$ cat src/rtl/mem_access_stage.sv
// MEM pipeline stage: one data-memory access per instruction over a req/ack bus,
// with store lane steering, load alignment, stall generation and the MEM/WB register.
//
// state  | meaning
// IDLE   | no access in flight; MEM/WB follows EX/MEM each cycle
// BUSY   | dmem_req held; waiting for dmem_ack or the timeout abort
module mem_access_stage #(
   parameter int TIMEOUT_CYC = 255
) (
   input  logic        clk,
   input  logic        rst,
   input  logic        in_valid,
   input  logic [31:0] in_aluans,
   input  logic [31:0] in_stdata,
   input  logic        in_memread,
   input  logic        in_memwrite,
   input  logic [1:0]  in_size,
   input  logic        in_signlw,
   input  logic        in_memtoreg,
   input  logic        in_linksig,
   input  logic [31:0] in_linkpc,
   input  logic        in_regwrite,
   input  logic [4:0]  in_dst,
   output logic        mem_stall,
   output logic        dmem_req,
   output logic        dmem_we,
   output logic [31:0] dmem_addr,
   output logic [31:0] dmem_wdata,
   output logic [3:0]  dmem_be,
   input  logic        dmem_ack,
   input  logic [31:0] dmem_rdata,
   output logic        wb_valid,
   output logic [31:0] wb_loadword,
   output logic [1:0]  wb_size,
   output logic        wb_signlw,
   output logic        wb_memtoreg,
   output logic        wb_linksig,
   output logic [31:0] wb_linkpc,
   output logic [31:0] wb_aluans,
   output logic [4:0]  wb_dst,
   output logic        wb_regwrite,
   output logic        wb_excp
);

   localparam int CNT_W = (TIMEOUT_CYC > 1) ? $clog2(TIMEOUT_CYC) : 1;

   typedef enum logic {S_IDLE = 1'b0, S_BUSY = 1'b1} state_e;

   state_e           state_q, state_d;
   logic [CNT_W-1:0] cnt_q, cnt_d;
   logic             req_q, req_d;
   logic             we_q, we_d;
   logic [31:0]      addr_q, addr_d;
   logic [31:0]      wdata_q, wdata_d;
   logic [3:0]       be_q, be_d;
   logic [1:0]       lo_q, lo_d;

   logic             wb_valid_q, wb_valid_d;
   logic [31:0]      wb_loadword_q, wb_loadword_d;
   logic [1:0]       wb_size_q, wb_size_d;
   logic             wb_signlw_q, wb_signlw_d;
   logic             wb_memtoreg_q, wb_memtoreg_d;
   logic             wb_linksig_q, wb_linksig_d;
   logic [31:0]      wb_linkpc_q, wb_linkpc_d;
   logic [31:0]      wb_aluans_q, wb_aluans_d;
   logic [4:0]       wb_dst_q, wb_dst_d;
   logic             wb_regwrite_q, wb_regwrite_d;
   logic             wb_excp_q, wb_excp_d;

   logic        is_mem, misalign, start, ack_hit, tmo_hit;
   logic [31:0] st_wdata, ld_align, ld_shift;
   logic [3:0]  st_be;

   assign is_mem  = in_valid && (in_memread || in_memwrite);
   assign start   = (state_q == S_IDLE) && is_mem && !misalign;
   assign ack_hit = (state_q == S_BUSY) && dmem_ack;
   assign tmo_hit = (state_q == S_BUSY) && !dmem_ack && (cnt_q == CNT_W'(TIMEOUT_CYC - 1));

   always_comb begin
      misalign = 1'b0;
      st_wdata = in_stdata;
      st_be    = 4'b1111;
      case (in_size)
         2'b01: begin
            misalign = in_aluans[0];
            st_wdata = {2{in_stdata[15:0]}};
            st_be    = in_aluans[1] ? 4'b1100 : 4'b0011;
         end
         2'b10: begin
            st_wdata = {4{in_stdata[7:0]}};
            st_be    = 4'b0001 << in_aluans[1:0];
         end
         default: misalign = (in_aluans[1:0] != 2'b00);
      endcase
   end

   // Alignment uses the offset captured at issue, not the live address.
   always_comb begin
      ld_shift = dmem_rdata >> {lo_q, 3'b000};
      case (in_size)
         2'b01:   ld_align = lo_q[1] ? {16'h0, dmem_rdata[31:16]} : {16'h0, dmem_rdata[15:0]};
         2'b10:   ld_align = {24'h0, ld_shift[7:0]};
         default: ld_align = dmem_rdata;
      endcase
   end

   always_ff @(posedge clk) begin
      if (rst) begin
         state_q       <= S_IDLE;
         cnt_q         <= '0;
         req_q         <= 1'b0;
         we_q          <= 1'b0;
         addr_q        <= '0;
         wdata_q       <= '0;
         be_q          <= '0;
         lo_q          <= '0;
         wb_valid_q    <= 1'b0;
         wb_loadword_q <= '0;
         wb_size_q     <= '0;
         wb_signlw_q   <= 1'b0;
         wb_memtoreg_q <= 1'b0;
         wb_linksig_q  <= 1'b0;
         wb_linkpc_q   <= '0;
         wb_aluans_q   <= '0;
         wb_dst_q      <= '0;
         wb_regwrite_q <= 1'b0;
         wb_excp_q     <= 1'b0;
      end else begin
         state_q       <= state_d;
         cnt_q         <= cnt_d;
         req_q         <= req_d;
         we_q          <= we_d;
         addr_q        <= addr_d;
         wdata_q       <= wdata_d;
         be_q          <= be_d;
         lo_q          <= lo_d;
         wb_valid_q    <= wb_valid_d;
         wb_loadword_q <= wb_loadword_d;
         wb_size_q     <= wb_size_d;
         wb_signlw_q   <= wb_signlw_d;
         wb_memtoreg_q <= wb_memtoreg_d;
         wb_linksig_q  <= wb_linksig_d;
         wb_linkpc_q   <= wb_linkpc_d;
         wb_aluans_q   <= wb_aluans_d;
         wb_dst_q      <= wb_dst_d;
         wb_regwrite_q <= wb_regwrite_d;
         wb_excp_q     <= wb_excp_d;
      end
   end

   always_comb begin
      state_d = state_q;
      case (state_q)
         S_IDLE:  if (start) state_d = S_BUSY;
         S_BUSY:  if (ack_hit || tmo_hit) state_d = S_IDLE;
         default: state_d = S_IDLE;
      endcase
   end

   always_comb begin
      cnt_d         = '0;
      req_d         = req_q;
      we_d          = we_q;
      addr_d        = addr_q;
      wdata_d       = wdata_q;
      be_d          = be_q;
      lo_d          = lo_q;
      mem_stall     = 1'b0;
      wb_valid_d    = wb_valid_q;
      wb_loadword_d = wb_loadword_q;
      wb_size_d     = wb_size_q;
      wb_signlw_d   = wb_signlw_q;
      wb_memtoreg_d = wb_memtoreg_q;
      wb_linksig_d  = wb_linksig_q;
      wb_linkpc_d   = wb_linkpc_q;
      wb_aluans_d   = wb_aluans_q;
      wb_dst_d      = wb_dst_q;
      wb_regwrite_d = wb_regwrite_q;
      wb_excp_d     = wb_excp_q;

      // Upstream holds in_* stable while stalled, so completion copies them directly.
      if (!start && !(state_q == S_BUSY && !ack_hit && !tmo_hit)) begin
         wb_size_d     = in_size;
         wb_signlw_d   = in_signlw;
         wb_memtoreg_d = in_memtoreg;
         wb_linksig_d  = in_linksig;
         wb_linkpc_d   = in_linkpc;
         wb_aluans_d   = in_aluans;
         wb_dst_d      = in_dst;
      end

      case (state_q)
         S_IDLE: begin
            if (start) begin
               mem_stall     = 1'b1;
               req_d         = 1'b1;
               we_d          = in_memwrite;
               addr_d        = {in_aluans[31:2], 2'b00};
               wdata_d       = st_wdata;
               be_d          = st_be;
               lo_d          = in_aluans[1:0];
               wb_valid_d    = 1'b0;
               wb_excp_d     = 1'b0;
               wb_regwrite_d = 1'b0;
            end else begin
               wb_valid_d    = in_valid;
               wb_excp_d     = is_mem && misalign;
               wb_regwrite_d = in_regwrite && !(is_mem && misalign);
               wb_loadword_d = '0;
            end
         end
         S_BUSY: begin
            cnt_d = cnt_q + CNT_W'(1);
            if (ack_hit) begin
               req_d         = 1'b0;
               wb_valid_d    = 1'b1;
               wb_excp_d     = 1'b0;
               wb_regwrite_d = in_regwrite;
               wb_loadword_d = in_memread ? ld_align : 32'h0;
            end else if (tmo_hit) begin
               req_d         = 1'b0;
               wb_valid_d    = 1'b1;
               wb_excp_d     = 1'b1;
               wb_regwrite_d = 1'b0;
               wb_loadword_d = '0;
            end else begin
               mem_stall = 1'b1;
            end
         end
         default: ;
      endcase
   end

   assign dmem_req    = req_q;
   assign dmem_we     = we_q;
   assign dmem_addr   = addr_q;
   assign dmem_wdata  = wdata_q;
   assign dmem_be     = be_q;
   assign wb_valid    = wb_valid_q;
   assign wb_loadword = wb_loadword_q;
   assign wb_size     = wb_size_q;
   assign wb_signlw   = wb_signlw_q;
   assign wb_memtoreg = wb_memtoreg_q;
   assign wb_linksig  = wb_linksig_q;
   assign wb_linkpc   = wb_linkpc_q;
   assign wb_aluans   = wb_aluans_q;
   assign wb_dst      = wb_dst_q;
   assign wb_regwrite = wb_regwrite_q;
   assign wb_excp     = wb_excp_q;

endmodule

$ cat config.mk
export PLATFORM = sky130hd
export DESIGN_NAME = mem_access_stage
export DESIGN_NICKNAME = d
export VERILOG_FILES = /design/src/rtl/mem_access_stage.sv
export SDC_FILE = /design/constraint.sdc
export NUM_CORES = 1
export LEC_CHECK = 0
export CAP_MARGIN = 40
export CORE_AREA = 2 2 127 129
export CTS_CLUSTER_DIAMETER = 100
export DETAILED_ROUTE_END_ITERATION = 8
export DIE_AREA = 0 0 129 131
export DONT_BUFFER_PORTS = 1
export GPL_ROUTABILITY_DRIVEN = 0
export HOLD_SLACK_MARGIN = 0.08
export PLACE_DENSITY_LB_ADDON = 0.1
export SYNTH_ARGS = -nofsm -noshare
export SYNTH_HDL_FRONTEND = slang
export SYNTH_SLANG_ARGS = --single-unit
$ cat constraint.sdc
create_clock -name clk -period 2.06 [get_ports clk]
set_input_delay 0.412 -clock clk [delete_from_list [all_inputs] [get_ports clk]]
set_output_delay 0.412 -clock clk [all_outputs]
set_load 0.05 [all_outputs]
; Yosys cells after proc, flatten, opt, wreduce, memory -nomap -nowiden
; Index checks and enable logic that the tools add are counted.
[classes]
addsub = 1
n_eq_ne = 6
shifts = 2
muxes = 31
bitwise = 1
reduce_logical = 25
[ops]
columns = op, count
row1 = 32-bit case mux with 2 select lines, 3
row2 = 32-bit two-way mux, 4
row3 = 32-bit by 5-bit >> shifter with 8-bit output, 1
row4 = 16-bit two-way mux, 1
row5 = 1-bit two-way mux, 14
row6 = 1-bit case mux with 2 select lines, 7
row7 = 1-bit logical AND, 11
row8 = 8-bit by 1-bit adder with 8-bit output (second input constant), 1
row9 = 8-bit == test (second input constant), 1
row10 = 4-bit case mux with 2 select lines, 1
row11 = 1-bit logical NOT, 7
row12 = 2-bit AND reduction, 3
row13 = 4-bit two-way mux, 1
row14 = 2-bit != test (second input constant), 2
row15 = 1-bit by 2-bit << shifter with 4-bit output (first input constant), 1
row16 = 3-bit by 1-bit != test with 1-bit output (second input constant), 1
row17 = 2-bit by 1-bit == test with 1-bit output (second input constant), 1
row18 = 2-bit == test (second input constant), 1
row19 = 1-bit logical OR, 2
row20 = 2-bit nonzero test, 1
row21 = 2-bit OR reduction, 1
row22 = 1-bit NOT, 1
[word_totals]
register_bits = 188
in_bits = 145
output_inout_bits = 180
word_cells = 85

; Depth between registers and ports, before layout
[depth]
ltp_word = 7
mapped_depth = 9
depth_no_buf = 7

; Worst setup path after synthesis
; No wires, ideal clock.
[synth_timing]
path_kind = input -> output
start = in in_size[0]
end = out mem_stall
arrival_ns = 1.826
required_time_ns = 1.648
path_slack_ns = -0.178
cell_stages = 8
n_path_buf = 2
path_cell_list = inv_1 -> ha_1 -> buf_2 -> o21ai_4 -> o2111ai_4 -> and2_1 -> buf_6 -> inv_2
[synth_between]
elab_chain_cells = 6
word_cells_on_any_way = 7
classes_between = eq/ne: 2 / mux: 3 / reduce/logical: 2
[synth_lines]
columns = element, line_no
row1 = from (decl), 17  ; input logic [1:0] in_size,
row2 = 2-bit == test / 2-bit by 1-bit == test with 1-bit output (equally long branches), 83  ; case (in_size)
row3 = 1-bit case mux with 2 select lines (*), 83
row4 = 1-bit logical NOT (*), 75  ; assign start = (state_q == S_IDLE) && is_mem && !misalign;
row5 = 1-bit logical AND (*), 75
row6 = 1-bit two-way mux (*), 194  ; if (start) begin
row7 = 1-bit case mux with 2 select lines (*), 192  ; case (state_q)
row8 = to (decl), 24  ; output logic mem_stall,
; Every way passes the cells marked *; elsewhere a longest branch is shown, timed or not.

; Final worst setup path
[layout_timing]
start = reg cnt_q[3]
end = out mem_stall
[layout_between]
elab_chain_cells = 5
[layout_lines]
columns = element, line_no
row1 = from (decl), 50  ; logic [CNT_W-1:0] cnt_q, cnt_d;
row2 = from (signal assigned), 130  ; cnt_q <= cnt_d;
row3 = 8-bit == test, 77  ; assign tmo_hit = (state_q == S_BUSY) && !dmem_ack && (cnt_q == CNT_W'(TIMEOUT_CYC - 1));
row4 = 1-bit logical AND, 77
row5 = 1-bit two-way mux, 220  ; end else if (tmo_hit) begin
row6 = 1-bit two-way mux, 214  ; if (ack_hit) begin
row7 = 1-bit case mux with 2 select lines, 192
; No other way between the ends.

==> reports/summary.md <==
The run gives 0.246 as the total routing resource utilization after global routing. The type of the setup path with the least slack is reg -> out. Summing over every cut layer, the via total after detailed routing is 6537. CTS saw 188 sinks.

The gate count after technology mapping was 898. The net count of the finished layout was 1009. The floorplan step defined a core boundary enclosing 0.0156 sq mm. The largest fanout of any net on the critical path was 5; the area of the die was 0.0169 sq mm. The period utilization was 0.948; the total wire length after detailed routing was 22200 um. Most used flip-flop cell after synthesis: dfxtp_1. For the fmax, the log shows 512 MHz. Clock tree root buffer cell: clkbuf_16.

The floorplan step set the die width to 129 um. Count of buffers inserted at the top-level ports: 0. The cell family contributing the most delay on the critical path was flip-flops.

The cell with the largest stage delay on the worst path was dfxtp_1. The count of yosys warnings during synthesis was 0; the final number of max-transition violations was 0. Max-cap violations in this run came to 0. Data on the critical path arrives at its endpoint at 1.54 ns. The logs give 0 for the initial antenna violation count and 325 for the count of pins on the block boundary. Yosys attributes the largest share of cell area to dfxtp_1 (46%), nand4b_1 (7.6%), o21ai_2 (7.5%), nand2_1 (6.0%), nand2b_1 (5.6%). The number of storage elements in the synthesis netlist was 188. For the fraction of the core area covered by cells at the end of the flow, the log shows 0.574. After clock tree synthesis, the clock-pin slew on the worst setup and hold paths is 0.07 ns. The first global-routing pass estimated 32700 um of wire. The run gives 0.526 as the initial core utilization. The DRC violation count after routing is 0, and the post-synthesis to final-layout area growth is 9.24%. The sum of buffers and inverters on the critical path is 1.

Sorting the synthesized cells by how often they occur yields dfxtp_1 (188), nand2_1 (132), a21oi_1 (88). The worst supply voltage drop on vdd is 0.000631 V, and the placed instance count is 1051. Routing usage on met1: 0.289. Beginning of the worst register-to-register path: cnt_q[3].

The smallest clock period supported by the final layout is computed as 1.95 ns. The run finished with clean final reports. The critical path's largest stage delay was 0.42 ns. The signal on the critical path passes through nand4_2 > o21bai_4 > and2_4 > inv_12.

TritonCTS built the clock tree. In the final routed layout, each cell accounts on average for 20.3 um. The min-delay analysis places its worst path in the category in -> reg. In this run the static leakage power is 3.15 nW. The met3 track demand over resource in global routing was 0.105. The tools report the number of hold violations in the final report as 0. Worst hold slack: 0.104 ns. The worst hold path begins at dmem_rdata[31]. Number of synthesized flops with an enable pin: 0. Ratio of cells with drive above 1 in the final layout: 0.174. The run gives 1396 as the filler cell count in the final layout. The tools report the type of element capturing the critical path as a primary output. The async set-or-reset flop fraction in the synthesized netlist was 0.

In this run, the number of DRC markers left after iteration 0 of detailed routing was 446. The worst-skew pair later-pin latency was 0.43 ns; the maximum root-to-sink buffer count was 2. Setup repair after global routing left no endpoint under its margin. Once layout is complete, the cells apart from fillers number 1089. Power density normalized to cell area: 1000 mW/mm^2. The floorplan has 46 rows. At the pin with the least slew margin, the transition time is 0.603 ns. Final setup violation count: 0. From bottom edge to top edge, the die measures 131 um. In this run the remaining antenna-violating nets after routing total 0. The share of the yosys chip area belonging to registers is 0.459, and the critical path data required time is 1.65 ns.

The largest clock skew in the final design is 0.00764 ns. The tools report the normalized max-slew margin as 0.598. Total half-perimeter wirelength after legalization and detailed placement: 14700 um.

The run gives 0.00820 sq mm as the total standard cell area after synthesis. Most common cell in the netlist: dfxtp_1. The number of inserted diodes was 0; the length of the first detailed-routing pass in iterations was 5.

After global routing the overflow that remains totals 0. The met2 layer usage reported by global route was 0.408; the number of buffers added by the clock tree synthesis step was 17. The tools report the type of origin of the critical path as a flip-flop.

Entering global routing, the biggest net connects 150 pins. The number of distinct standard cells referenced by the synthesized netlist was 48; the mean cell area of the mapped netlist was 9.13 sq um. The run gives 6029 as the via count of the first global-routing pass. Top-area cell type share of the netlist area: 0.459.

The tools report the number of H-tree levels as 4. The critical path starts at cnt_q[3]. The layer flagged by global routing as most heavily used is met2. The most area-hungry cell type in the Yosys netlist is dfxtp_1. In the routed layout, each cell is associated on average with a via count of 6.00.
layer usage:
| layer | share of wire | wire (um) |
|---|---|---|
| met1 | 0.39 | 8630 |
| met2 | 0.49 | 10800 |
| met3 | 0.10 | 2300 |
| met4 | 0.017 | 372 |
| met5 | 0 | 0 |
power by group:
part           switching [mW]  internal, mW
clock                    1.44          1.83
combinational           0.559         0.372
sequential              0.930          3.86
total                    2.92          6.05
metrics by stage:
| step | instance area, sq um | worst slack (ns) | TNS [ns] | total power, mW |
|---|---|---|---|---|
| 2_1_floorplan | 8240 | 0.00944 | 0 | 5.60 |
| 3_3_place_gp | 8280 | -0.0247 | -0.347 | 5.72 |
| 3_5_place_dp | 8290 | -0.0632 | -1.08 | 5.75 |
| 4_1_cts | 8930 | 0.0451 | 0 | 9.04 |
| 5_1_grt | 8960 | 0.00251 | 0 | 9.31 |
| 6_report | 8960 | 0.107 | 0 | 8.98 |
state kept, by name, summed over array words and instances (netlist names), 2 cells and up:
signal and cells:
cnt_q 8, dmem_addr 30, dmem_be 4, dmem_wdata 32
lo_q 2, wb_aluans 32, wb_dst 5, wb_linkpc 32
wb_loadword 32, wb_size 2
worst paths after layout:
path                                         to  slack [ns]  depth (start not counted)
worst max-delay path                  mem_stall        0.11                          4
worst max register to register    wb_aluans[25]        0.19                          6
worst min register to register         cnt_q[0]        0.47                          1
worst min-delay path            wb_loadword[31]        0.10                          1
cell usage in the layout, fill, tap and decap left out, types with 4 or more instances in the layout:
cell type | Yosys | layout
o21ai_0 | 4 | 4
nand2b_1 | 73 | 73
a22o_1 | 16 | 16
nand2_1 | 132 | 132
buf_12 | 0 | 6
a22oi_1 | 8 | 8
inv_6 | 0 | 4
inv_1 | 28 | 28
buf_4 | 7 | 19
nor2_1 | 23 | 23
a311oi_1 | 10 | 10
mux2_2 | 8 | 8
a221o_1 | 8 | 8
nand4b_1 | 71 | 71
a21oi_1 | 88 | 88
o21ai_2 | 70 | 70
nand3_1 | 15 | 14
dfxtp_1 | 188 | 188
a211o_1 | 4 | 4
clkbuf_16 | 0 | 17
o31ai_2 | 4 | 4
o211ai_1 | 8 | 8
o2bb2ai_1 | 8 | 8
a221oi_1 | 8 | 8
clkinv_2 | 0 | 4
cell families after synthesis:
logic type	share of synthesized area
and+or+nand+nor	0.222
AOI/OAI and AO/OA	0.229
DFF	0.459
buffers and inverters	0.0679
muxes	0.0110
adders and majority gates	0.00610
xor gates and xnor gates	0.00427
other	0.000457
final cells by class:
cell class              instances  area [sq um]  share of cell area
well taps                     216           270              0.0302
inverters                      29           121              0.0135
clock buffers                  19           443              0.0494
clock inverters                13           138              0.0154
flip-flops and latches        188          3760               0.420
multi-input cells             595          3900               0.436
repair buffers                 29           320              0.0357
timing repair:
item	4_1_cts	5_1_grt
endpoints found under the setup margin	1	2
hold buffers	2	2
setup buffers	2	0
gates resized for setup	1	3
pin swaps	1	1
hold endpoints to repair	73	2
cloned	0	0
(Power assumes the default switching activity.)
